### src/rtl/uart_rx_capture.sv
`default_nettype none
// ============================================================================
// Module   : uart_rx_capture
// Purpose  : Parametrised UART receiver. It handles 5..9 data bits, optional
//            even or odd parity and 1 or 2 stop bits. Each received frame is
//            stored with its parity and stop-bit error flags in a show-ahead
//            FIFO, which is read through a valid/ready stream.
// Ports    : clk_i, reset_i (sync, active-high) | rx_i serial line (idle 1)
//            data_o/parity_err_o/frame_err_o : head-of-FIFO entry
//            valid_o/ready_i : stream handshake, fifo_count_o : occupancy
//            overrun_o (sticky, cleared by clr_overrun_i), break_o
// Options  : define UART_RX_BREAK_DETECT_EN to detect line breaks. A break is
//            an all-zero frame; it is not stored and break_o pulses instead.
//            When undefined, break_o is tied 0.
// Revision : 1.0 - initial release
// ============================================================================
module uart_rx_capture #(
    parameter int CLK_FREQ_HZ = 50_000_000,
    parameter int BAUD_RATE   = 9600,
    parameter int DATA_BITS   = 8,
    parameter int PARITY      = 0,
    parameter int STOP_BITS   = 1,
    parameter int FIFO_DEPTH  = 16
) (
    input  logic                             clk_i,
    input  logic                             reset_i,
    input  logic                             rx_i,
    output logic [DATA_BITS-1:0]             data_o,
    output logic                             parity_err_o,
    output logic                             frame_err_o,
    output logic                             valid_o,
    input  logic                             ready_i,
    output logic [$clog2(FIFO_DEPTH+1)-1:0]  fifo_count_o,
    output logic                             overrun_o,
    input  logic                             clr_overrun_i,
    output logic                             break_o
);

    localparam int c_CLKS_PER_BIT = CLK_FREQ_HZ / BAUD_RATE;
    localparam int c_CNT_W        = $clog2(c_CLKS_PER_BIT);
    localparam int c_PTR_W        = $clog2(FIFO_DEPTH);
    localparam int c_OCC_W        = $clog2(FIFO_DEPTH + 1);
    localparam int c_ENT_W        = DATA_BITS + 2;

    localparam logic [c_CNT_W-1:0] c_HALF_LAST = c_CNT_W'(c_CLKS_PER_BIT / 2 - 1);
    localparam logic [c_CNT_W-1:0] c_BIT_LAST  = c_CNT_W'(c_CLKS_PER_BIT - 1);
    localparam logic [c_CNT_W-1:0] c_CNT_ONE   = 1;
    localparam logic [3:0]         c_DATA_LAST = 4'(DATA_BITS - 1);
    localparam logic [3:0]         c_STOP_LAST = 4'(STOP_BITS - 1);
    localparam logic [3:0]         c_BIT_ONE   = 1;
    localparam logic [c_PTR_W-1:0] c_PTR_ONE   = 1;
    localparam logic [c_OCC_W-1:0] c_OCC_ONE   = 1;
    localparam logic [c_OCC_W-1:0] c_OCC_FULL  = c_OCC_W'(FIFO_DEPTH);

    localparam logic [2:0] c_ST_IDLE   = 3'd0;
    localparam logic [2:0] c_ST_START  = 3'd1;
    localparam logic [2:0] c_ST_DATA   = 3'd2;
    localparam logic [2:0] c_ST_PARITY = 3'd3;
    localparam logic [2:0] c_ST_STOP   = 3'd4;

    // ------------------------------------------------------------------
    // Line synchronizer; r_rx_prev provides the falling-edge reference
    // ------------------------------------------------------------------
    logic r_rx_meta, r_rx_s, r_rx_prev;

    always_ff @(posedge clk_i) begin
        if (reset_i) begin
            r_rx_meta <= 1'b1;
            r_rx_s    <= 1'b1;
            r_rx_prev <= 1'b1;
        end else begin
            r_rx_meta <= rx_i;
            r_rx_s    <= r_rx_meta;
            r_rx_prev <= r_rx_s;
        end
    end

    // ------------------------------------------------------------------
    // Receive FSM
    // ------------------------------------------------------------------
    logic [2:0]           r_state, w_state_nxt;
    logic [c_CNT_W-1:0]   r_clk_cnt;
    logic [3:0]           r_bit_cnt;
    logic [DATA_BITS-1:0] r_shift;
    logic                 r_par_bit;
    logic                 r_stop_err;
    logic                 w_tick;
    logic                 w_commit;

    always_comb begin
        w_state_nxt = r_state;
        w_tick      = 1'b0;
        w_commit    = 1'b0;
        case (r_state)
            c_ST_IDLE: begin
                if (r_rx_prev && !r_rx_s) w_state_nxt = c_ST_START;
            end
            c_ST_START: begin
                // Sample the start bit at mid-bit to reject glitches.
                w_tick = (r_clk_cnt == c_HALF_LAST);
                if (w_tick) w_state_nxt = r_rx_s ? c_ST_IDLE : c_ST_DATA;
            end
            c_ST_DATA: begin
                w_tick = (r_clk_cnt == c_BIT_LAST);
                if (w_tick && r_bit_cnt == c_DATA_LAST)
                    w_state_nxt = (PARITY != 0) ? c_ST_PARITY : c_ST_STOP;
            end
            c_ST_PARITY: begin
                w_tick = (r_clk_cnt == c_BIT_LAST);
                if (w_tick) w_state_nxt = c_ST_STOP;
            end
            c_ST_STOP: begin
                w_tick = (r_clk_cnt == c_BIT_LAST);
                if (w_tick && r_bit_cnt == c_STOP_LAST) begin
                    w_state_nxt = c_ST_IDLE;
                    w_commit    = 1'b1;
                end
            end
            default: w_state_nxt = c_ST_IDLE;
        endcase
    end

    always_ff @(posedge clk_i) begin
        if (reset_i) begin
            r_state    <= c_ST_IDLE;
            r_clk_cnt  <= '0;
            r_bit_cnt  <= '0;
            r_shift    <= '0;
            r_par_bit  <= 1'b0;
            r_stop_err <= 1'b0;
        end else begin
            r_state <= w_state_nxt;
            if (r_state == c_ST_IDLE || w_tick || w_state_nxt != r_state)
                r_clk_cnt <= '0;
            else
                r_clk_cnt <= r_clk_cnt + c_CNT_ONE;
            if (w_state_nxt != r_state)
                r_bit_cnt <= '0;
            else if (w_tick)
                r_bit_cnt <= r_bit_cnt + c_BIT_ONE;
            // Per-frame flags start clean whenever the receiver is idle.
            if (r_state == c_ST_IDLE) begin
                r_par_bit  <= 1'b0;
                r_stop_err <= 1'b0;
            end
            if (w_tick && r_state == c_ST_DATA)
                r_shift <= {r_rx_s, r_shift[DATA_BITS-1:1]};
            if (w_tick && r_state == c_ST_PARITY)
                r_par_bit <= r_rx_s;
            if (w_tick && r_state == c_ST_STOP && !r_rx_s)
                r_stop_err <= 1'b1;
        end
    end

    // The entry includes the last stop sample, which is taken in the commit cycle.
    logic               w_perr, w_ferr, w_is_break;
    logic [c_ENT_W-1:0] w_entry;

    assign w_perr  = (PARITY != 0) && ((^{r_shift, r_par_bit}) != (PARITY == 2));
    assign w_ferr  = r_stop_err | ~r_rx_s;
    assign w_entry = {w_perr, w_ferr, r_shift};

`ifdef UART_RX_BREAK_DETECT_EN
    logic r_stop_zero;
    logic r_break;

    always_ff @(posedge clk_i) begin
        if (reset_i) begin
            r_stop_zero <= 1'b1;
            r_break     <= 1'b0;
        end else begin
            r_break <= w_is_break;
            if (r_state == c_ST_IDLE)
                r_stop_zero <= 1'b1;
            else if (w_tick && r_state == c_ST_STOP && r_rx_s)
                r_stop_zero <= 1'b0;
        end
    end

    assign w_is_break = w_commit && (r_shift == '0) && !r_par_bit && r_stop_zero && !r_rx_s;
    assign break_o    = r_break;
`else
    assign w_is_break = 1'b0;
    assign break_o    = 1'b0;
`endif

    // ------------------------------------------------------------------
    // Show-ahead FIFO
    // ------------------------------------------------------------------
    logic [c_ENT_W-1:0] r_mem [FIFO_DEPTH];
    logic [c_PTR_W-1:0] r_wr_ptr, r_rd_ptr;
    logic [c_OCC_W-1:0] r_count;
    logic               r_overrun;
    logic               w_pop, w_full, w_push_req, w_push, w_drop;
    logic [c_ENT_W-1:0] w_head;

    assign w_full     = (r_count == c_OCC_FULL);
    assign w_pop      = valid_o && ready_i;
    assign w_push_req = w_commit && !w_is_break;
    // A full FIFO still accepts a frame when the head leaves in the same cycle.
    assign w_push     = w_push_req && (!w_full || w_pop);
    assign w_drop     = w_push_req && w_full && !w_pop;

    always_ff @(posedge clk_i) begin
        if (w_push) r_mem[r_wr_ptr] <= w_entry;
    end

    always_ff @(posedge clk_i) begin
        if (reset_i) begin
            r_wr_ptr  <= '0;
            r_rd_ptr  <= '0;
            r_count   <= '0;
            r_overrun <= 1'b0;
        end else begin
            if (w_push) r_wr_ptr <= r_wr_ptr + c_PTR_ONE;
            if (w_pop)  r_rd_ptr <= r_rd_ptr + c_PTR_ONE;
            case ({w_push, w_pop})
                2'b10:   r_count <= r_count + c_OCC_ONE;
                2'b01:   r_count <= r_count - c_OCC_ONE;
                default: r_count <= r_count;
            endcase
            // If a drop and a clear happen in the same cycle, the drop wins.
            if (w_drop)
                r_overrun <= 1'b1;
            else if (clr_overrun_i)
                r_overrun <= 1'b0;
        end
    end

    // The head is forced to 0 while empty so that the outputs are 0 after reset.
    assign w_head       = r_mem[r_rd_ptr];
    assign valid_o      = (r_count != '0);
    assign data_o       = valid_o ? w_head[DATA_BITS-1:0] : '0;
    assign frame_err_o  = valid_o & w_head[DATA_BITS];
    assign parity_err_o = valid_o & w_head[DATA_BITS+1];
    assign fifo_count_o = r_count;
    assign overrun_o    = r_overrun;

endmodule
`default_nettype wire

### config.mk
export PLATFORM = sky130hd
export DESIGN_NAME = uart_rx_capture
export DESIGN_NICKNAME = d
export VERILOG_FILES = /design/src/rtl/uart_rx_capture.sv
export SDC_FILE = /design/constraint.sdc
export NUM_CORES = 1
export LEC_CHECK = 0
export CORE_MARGIN = 2
export CORE_UTILIZATION = 50
export DETAILED_ROUTE_END_ITERATION = 8
export PLACE_DENSITY_LB_ADDON = 0.08
export SLEW_MARGIN = 20
export SYNTH_ARGS = -nofsm -noshare
export SYNTH_HDL_FRONTEND = slang
export SYNTH_SLANG_ARGS = --single-unit
### constraint.sdc
create_clock -name clk_i -period 2.88 [get_ports clk_i]
set_input_delay 0.576 -clock clk_i [delete_from_list [all_inputs] [get_ports clk_i]]
set_output_delay 0.576 -clock clk_i [all_outputs]
set_load 0.01 [all_outputs]
Word level (Yosys, flattened, before mapping)

Memories as Yosys holds them, arrays and structs flattened. A register that Yosys moved wholly into a read port is not among the register bits.
Index checks and enable logic that the tools add are counted.

Register bits after elaboration: 46
RAM bits: 144
Bits of input ports: 5
Output and inout bits: 18
Logic and storage cells: 79
Memories kept: 1

Add/sub/neg operators: 6
Equality and inequality tests: 11
Muxes and demuxes: 20
Bitwise logic cells: 4
Reductions and logical operators: 25

Memory list:

| name  | depth | bits a word | read ports | clocked after Yosys merged registers in | wr ports | RTL line | source |
|---|---|---|---|---|---|---|---|
| r_mem | 16    | 9           | 1          | 1                                       | 1        | 190      | `logic [c_ENT_W-1:0] r_mem [FIFO_DEPTH];` |

Operator list:

| kind                                                                    | number |
|---|---|
| 3-bit 2-to-1 mux                                                        | 5 |
| 3-bit case mux with 5 select lines                                      | 1 |
| 13-bit by 1-bit adder with 13-bit output, second input constant         | 1 |
| 13-bit by 12-bit equality test with 1-bit output, second input constant | 1 |
| 13-bit equality test, second input constant                             | 1 |
| 4-bit by 1-bit adder with 4-bit output, second input constant           | 3 |
| 1-bit logical AND                                                       | 10 |
| 5-bit case mux with 2 select lines                                      | 1 |
| 1-bit 2-to-1 mux                                                        | 8 |
| 4-bit 2-to-1 mux                                                        | 2 |
| 8-bit 2-to-1 mux                                                        | 1 |
| 3-bit by 2-bit equality test with 1-bit output, second input constant   | 2 |
| 2-bit nonzero test                                                      | 3 |
| 5-bit by 1-bit adder with 5-bit output, second input constant           | 1 |
| 5-bit equality test, second input constant                              | 1 |
| 5-bit nonzero test                                                      | 1 |
| 5-bit by 1-bit subtractor with 5-bit output, second input constant      | 1 |
| 4-bit by 3-bit equality test with 1-bit output, second input constant   | 1 |
| 4-bit logical NOT                                                       | 1 |
| 2-bit OR reduction                                                      | 2 |
| 3-bit by 1-bit equality test with 1-bit output, second input constant   | 1 |
| 3-bit equality test, second input constant                              | 1 |
| 1-bit logical NOT                                                       | 3 |
| 3-bit logical NOT                                                       | 1 |
| other kinds (11)                                                        | 13 |

Depth between registers and ports, before layout

Gate-level depths: netlist (run 1).

Depth in word-level cells: 7
Mapped depth: 12
Gate-level depth less buffers: 12

Worst setup path before layout (run 1)

No wires, ideal clock.

Path kind: flip-flop to flip-flop
Start point: register r_clk_cnt[0]
End point: register r_count[4], in the netlist fifo_count_o[4]
Library setup time: 128 ps
Arrival: 2,760 ps
Data required time: 2,752 ps
Setup slack: -8 ps
Cell stages (with the launch flop): 12
Path buffers: 0
Period minus slack after synthesis: 2,888 ps
Cells stage by stage: dfxtp_1 ha_1 or3b_4 nor4_4 a21oi_2 fa_1 a21o_1 a21oi_1 nor3_1 a22oi_1 xnor2_1 nor2_1

Longest elaborated chain between the ends: 7
Elaborated cells on any way between the ends: 9
Those cells by class: eq/ne: 3; mux: 3; reduce/logical: 3

Ends and longest elaborated chain:

| what                                                                                         | RTL line | source |
|---|---|---|
| from (decl)                                                                                  | 82       | `logic [c_CNT_W-1:0] r_clk_cnt;` |
| from (signal assigned)                                                                       | 136      | `r_clk_cnt <= r_clk_cnt + c_CNT_ONE;` |
| 13-bit equality test *                                                                       | 113      | `w_tick = (r_clk_cnt == c_BIT_LAST);` |
| 1-bit logical AND *                                                                          | 114      | `if (w_tick && r_bit_cnt == c_STOP_LAST) begin` |
| 1-bit 2-to-1 mux *                                                                           | 114      |  |
| 1-bit 2-to-1 mux *                                                                           | 94       | `case (r_state)` |
| 1-bit logical AND *                                                                          | 201      | `assign w_push = w_push_req && (!w_full \|\| w_pop);` |
| 2-bit by 1-bit equality test with 1-bit output / 2-bit equality test (equally long branches) | 217      | `case ({w_push, w_pop})` |
| 5-bit case mux with 2 select lines / 2-bit nonzero test (equally long branches)              | --       |  |
| to (signal assigned)                                                                         | 218      | `2'b10: r_count <= r_count + c_OCC_ONE;` |
| to (signal assigned)                                                                         | 219      | `2'b01: r_count <= r_count - c_OCC_ONE;` |
| to (signal assigned)                                                                         | 220      | `default: r_count <= r_count;` |
| to (decl)                                                                                    | 192      | `logic [c_OCC_W-1:0] r_count;` |

Mark *: on every way between the ends. The rest lies on a longest branch, timed or not.
A chain may end at the register's enable or synchronous reset.

==> impl_metrics.py, run 1 <==
metrics = {
    "detailed_routing": {
        "drtIter0Drc": 326,
        "finalWirelength_mm": 16.7,
        "drc": 0,
        "via_per_inst": 5.41,
        "wl_per_cell_um": 21.3,
        "ant_nets": 0,
        "vias": 4233,
        "drtPass1Iterations": 4,
    },
    "worst_setup_path": {
        "arrival_ns": 2.39,
        "path_cells": "buf_6 > buf_12 > buf_16 > mux4_2 > mux4_2 > nor2b_4 > buf_6",
        "crit_family": "multiplexers",
        "max_stage_delay_ns": 0.51,
        "slowest_stage": "mux4_2",
        "required_ns": 2.30,
        "start_kind": "register",
        "cp-end-kind": "output port",
        "crit_type": "reg -> out",
        "cp_num_buf_inv": 4,
        "critPathMaxFanout": 5,
    },
    "synth": {
        "syn_area_um2": 7980,
        "avgSynthCellArea_um2": 16.3,
        "async_reset_ff_share_pct": 0,
        "netlist_instances": 491,
        "seq_area_frac_synth_pct": 66.7,
        "yosysWarnings": 0,
        "ys.flop_type": "edfxtp_1",
        "synthDistinctLibCells": 60,
        "synth-edff-count": 144,
        "ys_ff_latch": 194,
    },
    "place": {
        "port-buffer-count": 20,
        "gp_congestion": 0.765,
        "place_hpwl_mm": 10.1,
        "place_ws_ns": 0.0489,
        "place_area_um2": 8630,
        "dp.cells": 741,
    },
    "power_and_ir_drop": {
        "switching_share_pct": 20.8,
        "p_total_mw": 5.81,
        "vdd_drop_max_mv": 0.429,
        "p_clk_share_pct": 39.7,
        "p_comb_share_pct": 8.7,
        "seqPwrFrac_pct": 51.5,
        "powerDensity_nw_per_um2": 618,
        "switchingPower_mw": 1.21,
        "p_leak_nw": 3.19,
        "p_int_mw": 4.60,
    },
    "timing": {
        "fin_hold_ws_ns": 0.407,
        "min_period_ns": 2.97,
        "worstMarginPinSlew_ns": 0.634,
        "finalCritPeriodShare_pct": 103,
        "slew_headroom_pct": 57.7,
        "setup_tns_ns": -0.295,
        "rsz0062_at_grt": "true",
        "fmax_ghz": 0.337,
        "finalHoldViolations": 0,
        "setup_viol": 8,
        "slew_viol_final": 0,
        "postLayoutSetupSlackWorst_ns": -0.0900,
        "finClkSkew_ns": 0.00679,
    },
    "global_routing": {
        "track_usage_pct": 21.0,
        "gr-total-overflow": 0,
        "antenna_found_initial": 0,
        "grt_start_max_net_pins": 37,
        "grt_pass1_vias": 4353,
        "grt_pass1_wl_mm": 25.2,
    },
    "clocking": {
        "cts_tree": "done",
        "cts-buffers-inserted": 17,
        "cts_hold_buffers": 0,
        "worstSkewPairLatency_ns": 0.42,
        "clock-sinks": 194,
        "clk_path_buf_depth": 2,
        "htree_levels": 4,
        "cts_root_buf": "clkbuf_16",
        "path_clk_slew_ns": 0.06,
    },
    "finish": {
        "drive_gt1_share_pct": 28.0,
        "mostFrequentLayoutCells": "144 x edfxtp_1, 59 x nor2_1, 46 x dfxtp_1",
        "diodes": 0,
        "final_nets": 573,
        "fin_cells": 783,
        "fin_area_um2": 9400,
        "final_common_cell": "edfxtp_1",
        "synthToLayoutAreaGrowth_pct": 17.8,
        "fin_util_pct": 59.8,
    },
    "floorplanning": {
        "row_count": 46,
        "die_h_um": 130,
        "die-area_um2": 17000,
        "chipWidth_um": 130,
        "coreArea_um2": 15700,
        "pin_count": 23,
        "start_util_pct": 50.8,
    },
    "hold_path": {
        "hp-class": "reg -> reg",
    },
    "run": {
        "max_cap_violations": 0,
    },
    "status": {
        "status": "complete, but fails checks",
        "failed_checks": "negative setup slack",
    },
}
power groups by stage:
stage	sequential (mW)	clock, mW	combinational (mW)
2_1_floorplan	3.05	0	0.271
3_3_place_gp	3.05	0	0.445
3_5_place_dp	3.05	0	0.454
4_1_cts	2.99	2.35	0.501
5_1_grt	2.99	2.46	0.544
6_report	2.99	2.31	0.507
worst register-to-register path: stages, from the launching register on:
cell,delay [ns]
dfxtp_2,0.36
ha_1,0.18
or3b_4,0.43
nor4_4,0.36
a21oi_2,0.14
fa_2,0.37
a21o_1,0.20
a21oi_2,0.15
nor3_1,0.06
a22oi_1,0.24
xnor2_1,0.16
nor2_1,0.06
per-layer routing:
| layer | up-vias | part of all wire [%] | global-route usage [%] |
|---|---|---|---|
| met2 | 103 | 53 | 36.8 |
| met4 | 0 | 2.5 | 8.01 |
| met5 | - | 0 | 0 |
| li1 | 1987 | - | - |
| met3 | 24 | 4.8 | 3.77 |
| met1 | 2119 | 40 | 26.1 |
cells by family (layout without fill, tap and decap cells):
| kind of cell | count (synthesis) | after routing | share of synthesized area (%) |
|---|---|---|---|
| flops | 194 | 194 | 66.7 |
| other cells | 1 | 2 | 0.0470 |
| compound gates | 28 | 28 | 2.37 |
| xor+xnor | 24 | 24 | 2.63 |
| simple gates | 145 | 145 | 10.1 |
| buf+inv | 30 | 105 | 1.96 |
| fa+ha+maj | 12 | 12 | 1.98 |
| mux | 57 | 57 | 14.2 |
final cells by class:
type	instances	area, um2
Multi-Input combinational cell	268	2530
Tap cell	216	270
Fill cell	1195	6310
Sequential cell	194	5330
Clock inverter	11	140
Inverter	7	26.3
Timing Repair Buffer	68	667
Clock buffer	19	433
Yosys cell counts (2+ instances only):
library cell	instances	share of area, %
mux2i_1	12	1.5
nand2b_1	4	0.31
mux4_2	45	13
edfxtp_1	144	54
a21o_1	3	0.28
dfxtp_1	50	13
nor2_1	59	2.8
buf_4	3	0.28
o21ai_1	2	0.13
or3b_4	2	0.28
nand3_1	6	0.38
ha_1	11	1.7
buf_2	5	0.31
nor2b_1	11	0.86
inv_1	7	0.33
and2_1	3	0.24
a21oi_1	11	0.69
nand2_1	17	0.80
and4b_1	2	0.25
and3_1	6	0.47
nor3_1	7	0.44
buf_1	2	0.094
xnor2_1	11	1.2
nand3b_1	2	0.19
clkbuf_1	10	0.47
buf_6	2	0.28
xor2_1	13	1.4
or2_2	6	0.47
o21ai_0	2	0.13
nand4_1	3	0.24
registers in the layout, summed over array words and instances, names as in the netlist, named ones only:
signal        cells
r_rd_ptr          4
r_rx_s            1
r_rx_prev         1
r_wr_ptr          4
r_rx_meta         1
r_mem           144
fifo_count_o      5
r_state           3
overrun_o         1
r_stop_err        1
r_bit_cnt         4
r_shift           8
r_clk_cnt        13
what timing repair did:
action | 4_1_cts | 5_1_grt
cloned | 3 | 1
pin swaps | 0 | 3
gates resized for setup | 47 | 15
setup endpoints to repair | 9 | 11
endpoints found under the hold margin | 0 | 0
setup buffers | 7 | 3
worst paths after layout:
path,endpoint,start,cells after the start,slack [ns]
setup reg to reg,fifo_count_o[4],r_clk_cnt[0],11,0.06
hold reg to reg,r_rx_s,r_rx_meta,1,0.41
hold / removal,r_rx_s,r_rx_meta,1,0.41
setup / recovery,data_o[7],register,7,-0.09
No activity file was read; power rests on OpenSTA's default activity.
==> run 2, diff against run 1 <==
Settings changed: SKIP_LAST_GASP set to 1.
==> impl_metrics.py, run 2 (same netlist as run 1, synthesis figures left out) <==
metrics = {
    "clocking": {
        "cts-buffers-inserted": 17,
        "clk_path_buf_depth": 2,
        "cts_root_buf": "clkbuf_16",
        "htree_levels": 4,
        "path_clk_slew_ns": 0.06,
        "cts_tree": "done",
        "clock-sinks": 194,
        "worstSkewPairLatency_ns": 0.42,
    },
    "worst_setup_path": {
        "critPathMaxFanout": 5,
        "arrival_ns": 2.37,
        "required_ns": 2.30,
        "cp_num_buf_inv": 4,
        "path_cells": "buf_6 > buf_12 > buf_16 > mux4_2 > mux4_2 > nor2b_4 > buf_6",
        "critical_path.reg2reg.startpoint": "r_clk_cnt[0]",
        "crit_family": "multiplexers",
        "cp-end-kind": "output port",
        "start_kind": "register",
        "max_stage_delay_ns": 0.49,
        "crit_type": "reg -> out",
        "slowest_stage": "mux4_2",
    },
    "detailed_routing": {
        "drtIter0Drc": 337,
        "drc": 0,
        "ant_nets": 0,
        "finalWirelength_mm": 16.5,
        "wl_per_cell_um": 21.1,
        "drtPass1Iterations": 4,
        "via_per_inst": 5.44,
        "vias": 4259,
    },
    "timing": {
        "rsz0062_at_grt": "true",
        "min_period_ns": 2.95,
        "finalHoldViolations": 0,
        "postLayoutSetupSlackWorst_ns": -0.0707,
        "slew_headroom_pct": 57.7,
        "setup_viol": 8,
        "fmax_ghz": 0.339,
        "finClkSkew_ns": 0.00670,
        "setup_tns_ns": -0.258,
        "slew_viol_final": 0,
        "worstMarginPinSlew_ns": 0.633,
        "finalCritPeriodShare_pct": 102,
    },
    "floorplanning": {
        "pin_count": 23,
        "die-area_um2": 17000,
        "row_count": 46,
        "die_h_um": 130,
        "coreArea_um2": 15700,
        "chipWidth_um": 130,
        "start_util_pct": 50.8,
    },
    "finish": {
        "mostFrequentLayoutCells": "144 x edfxtp_1, 59 x nor2_1, 47 x dfxtp_1",
        "final_nets": 573,
        "drive_gt1_share_pct": 27.9,
        "diodes": 0,
        "synthToLayoutAreaGrowth_pct": 17.7,
        "fin_cells": 783,
        "regMostFlops": "r_mem",
        "final_common_cell": "edfxtp_1",
        "top_regs": "r_mem: 144 flops, r_clk_cnt: 13 flops, r_shift: 8 flops",
        "nFillCells": 1193,
        "largest_register_ffs": 144,
    },
    "status": {
        "status": "complete, but fails checks",
        "failed_checks": "negative setup slack",
    },
    "global_routing": {
        "grt_pass1_vias": 4353,
        "grt_pass1_wl_mm": 25.2,
        "track_usage_pct": 21.0,
        "antenna_found_initial": 0,
        "gr-total-overflow": 0,
        "grt_start_max_net_pins": 37,
    },
    "place": {
        "dp.cells": 741,
        "gp_congestion": 0.765,
        "place_hpwl_mm": 10.1,
        "port-buffer-count": 20,
    },
    "power_and_ir_drop": {
        "powerDensity_nw_per_um2": 618,
        "p_leak_nw": 3.19,
        "vdd_drop_max_mv": 0.429,
    },
    "run": {
        "max_cap_violations": 0,
    },
    "hold_path": {
        "min_from": "r_rx_meta",
        "hp-class": "reg -> reg",
    },
}
run 2: worst paths after layout:
kind | endpoint | slack (ns) | depth (start not counted)
hold / removal | r_rx_s | 0.41 | 1
hold reg to reg | r_rx_s | 0.41 | 1
setup / recovery | data_o[7] | -0.07 | 7
setup reg to reg | fifo_count_o[4] | 0.06 | 11
run 2: report_power, final:
| group | internal [mW] | switching [mW] | total (mW) |
|---|---|---|---|
| registers | 2.98 | 0.0138 | 2.99 |
| logic | 0.274 | 0.233 | 0.508 |
| clock network | 1.35 | 0.960 | 2.31 |
run 2: worst reg2reg max path, stage by stage, from the launching register on:
cell and delay, ns:
dfxtp_2 0.36, ha_1 0.18, or3b_4 0.43, nor4_4 0.36, a21oi_2 0.14, fa_2 0.37
a21o_1 0.20, a21oi_2 0.15, nor3_1 0.06, a22oi_1 0.24, xnor2_1 0.16, nor2_1 0.06
run 2: metrics by stage:
step	utilization (%)	instance area (um2)	setup slack (ns)	hold slack, ns	power (mW)
floorplan	-	7980	0.0640	0.389	3.32
global placement	54.9	8630	0.0566	0.395	3.50
detailed placement	54.9	8630	0.0489	0.398	3.51
CTS	59.5	9360	-0.115	0.409	5.84
global route	59.8	9390	-0.138	0.431	6.00
finish	59.8	9390	-0.0707	0.407	5.81
run 2: repair_timing:
item / in CTS / in global routing
endpoints found under the setup margin: 9 / 11
cloned: 3 / 0
pin swaps: 0 / 3
hold buffers: 0 / 0
gates resized for setup: 45 / 15
setup buffers: 7 / 4
run 2: per-layer routing:
metal	global-route usage (%)	part of all wire (%)	vias up
li1	-	-	1988
met1	26.1	41	2159
met2	36.8	53	89
met3	3.77	3.4	23
met4	8.01	2.5	0
met5	0	0	-
run 2: layout make-up:
cell class / instances / area, um2 / share of cell area [%]
Multi-Input combinational cell: 268 / 2530 / 26.9
Sequential cell: 194 / 5330 / 56.8
Clock inverter: 11 / 140 / 1.49
Tap cell: 216 / 270 / 2.88
Inverter: 7 / 26.3 / 0.280
Timing Repair Buffer: 68 / 662 / 7.05
Clock buffer: 19 / 433 / 4.61
==> run 3, diff against run 2 <==
Settings changed: CORE_UTILIZATION 50 to 39.
==> impl_metrics.py, run 3 (same netlist as run 1, synthesis figures left out) <==
metrics = {
    "finish": {
        "mostFrequentLayoutCells": "144 x edfxtp_1, 58 x nor2_1, 48 x dfxtp_1",
        "largest_register_ffs": 144,
        "synthToLayoutAreaGrowth_pct": 18.4,
        "final_common_cell": "edfxtp_1",
        "drive_gt1_share_pct": 28.7,
        "diodes": 0,
        "regMostFlops": "r_mem",
        "final_nets": 570,
        "top_regs": "r_mem: 144 flops, r_clk_cnt: 13 flops, r_shift: 8 flops",
        "fin_util_pct": 46.8,
    },
    "worst_setup_path": {
        "required_ns": 2.30,
        "critPathMaxFanout": 5,
        "arrival_ns": 2.32,
        "crit_type": "reg -> out",
        "path_cells": "buf_6 > buf_16 > mux4_2 > mux4_2 > nor2b_4 > buf_6",
        "cp-end-kind": "output port",
        "start_kind": "register",
        "slowest_stage": "mux4_2",
        "max_stage_delay_ns": 0.49,
    },
    "clocking": {
        "clk_path_buf_depth": 2,
        "htree_levels": 4,
        "cts_tree": "done",
        "worstSkewPairLatency_ns": 0.43,
        "path_clk_slew_ns": 0.07,
        "cts_hold_buffers": 0,
        "cts-buffers-inserted": 17,
        "clock-sinks": 194,
        "cts_root_buf": "clkbuf_16",
    },
    "detailed_routing": {
        "finalWirelength_mm": 17.0,
        "drtPass1Iterations": 4,
        "drtIter0Drc": 275,
        "wl_per_cell_um": 20.4,
        "drc": 0,
        "vias": 4293,
        "ant_nets": 0,
        "via_per_inst": 5.14,
    },
    "timing": {
        "finClkSkew_ns": 0.00828,
        "fmax_ghz": 0.346,
        "slew_viol_final": 0,
        "min_period_ns": 2.89,
        "fin_hold_ws_ns": 0.426,
        "setup_viol": 3,
        "finalHoldViolations": 0,
        "finalCritPeriodShare_pct": 100,
        "postLayoutSetupSlackWorst_ns": -0.0143,
        "worstMarginPinSlew_ns": 0.692,
        "rsz0062_at_grt": "true",
        "slew_headroom_pct": 53.8,
    },
    "global_routing": {
        "gr-total-overflow": 0,
        "track_usage_pct": 16.4,
        "grt_start_max_net_pins": 30,
        "grt_pass1_wl_mm": 25.9,
        "grt_pass1_vias": 4350,
        "antenna_found_initial": 0,
    },
    "floorplanning": {
        "coreArea_um2": 20200,
        "die_h_um": 147,
        "start_util_pct": 39.6,
        "row_count": 52,
        "pin_count": 23,
        "die-area_um2": 21600,
        "chipWidth_um": 147,
    },
    "place": {
        "port-buffer-count": 20,
        "place_hpwl_mm": 10.6,
        "gp_congestion": 0.750,
    },
    "power_and_ir_drop": {
        "p_leak_nw": 3.19,
        "powerDensity_nw_per_um2": 622,
        "p_total_mw": 5.87,
        "vdd_drop_max_mv": 0.451,
    },
    "status": {
        "status": "complete, but fails checks",
        "failed_checks": "negative setup slack",
    },
    "run": {
        "max_cap_violations": 0,
    },
    "hold_path": {
        "hp-class": "reg -> reg",
    },
}
run 3: cell types whose count changed in the layout (fill, tap and decap cells not counted), moves of 2 or more:
cell	before	now
buf_6	5	7
inv_6	0	2
nor2b_4	3	5
buf_12	6	3
clkinv_1	3	1
buf_4	36	34
nor2b_1	8	6
clkinv_2	0	2
run 3: layer usage:
layer	vias to the layer above	global-route usage [%]	share of wire, %	wire length (um)
met5	-	0	0	0
met4	0	4.76	1.0	176
met3	11	3.23	4.6	784
met2	96	25.9	48	8170
li1	1992	-	-	-
met1	2194	23.4	46	7900
run 3: final timing paths:
check / start / endpoint / slack, ns / depth (start not counted)
worst min register to register: r_rx_meta / r_rx_s / 0.43 / 1
worst max register to register: r_clk_cnt[1] / fifo_count_o[4] / 0.19 / 11
worst min-delay path: r_rx_meta / r_rx_s / 0.43 / 1
worst max-delay path: register / data_o[4] / -0.01 / 6
run 3: power by group:
group	switching, mW	internal (mW)
Combinational	0.238	0.275
Sequential	0.0156	2.98
Clock	1.00	1.36
run 3: through the flow:
| stage | instance area [um2] | setup slack [ns] | setup TNS, ns | cells |
|---|---|---|---|---|
| after floorplan | 7980 | 0.0640 | 0 | 492 |
| after global placement | 8720 | 0.0392 | 0 | 796 |
| after detailed placement | 8720 | 0.0395 | 0 | 796 |
| after CTS | 9500 | -0.110 | -0.578 | 838 |
| after global routing | 9450 | -0.0776 | -0.513 | 835 |
| final | 9450 | -0.0143 | -0.0284 | 835 |
run 3: cell type report:
cell class	instances	area (um2)
Fill cell	1784	10700
Sequential cell	194	5330
Multi-Input combinational cell	268	2550
Timing Repair Buffer	65	609
Clock buffer	18	429
Tap cell	270	338
Clock inverter	13	161
Inverter	7	26.3
run 3: worst max-delay path: cells and delay by family (launching register included):
family / cells / cell delay (ns)
AND/OR/NAND/NOR: 1 / 0.14
buffers and inverters: 3 / 0.39
multiplexers: 2 / 0.96
flip-flops: 1 / 0.40
run 3: timing repair:
item                                    4_1_cts  5_1_grt
hold endpoints to repair                      0        0
buffers inserted                              8        1
pin swaps                                     0        2
resized for setup                            54        8
endpoints found under the setup margin       10       10
cloned                                        4        0
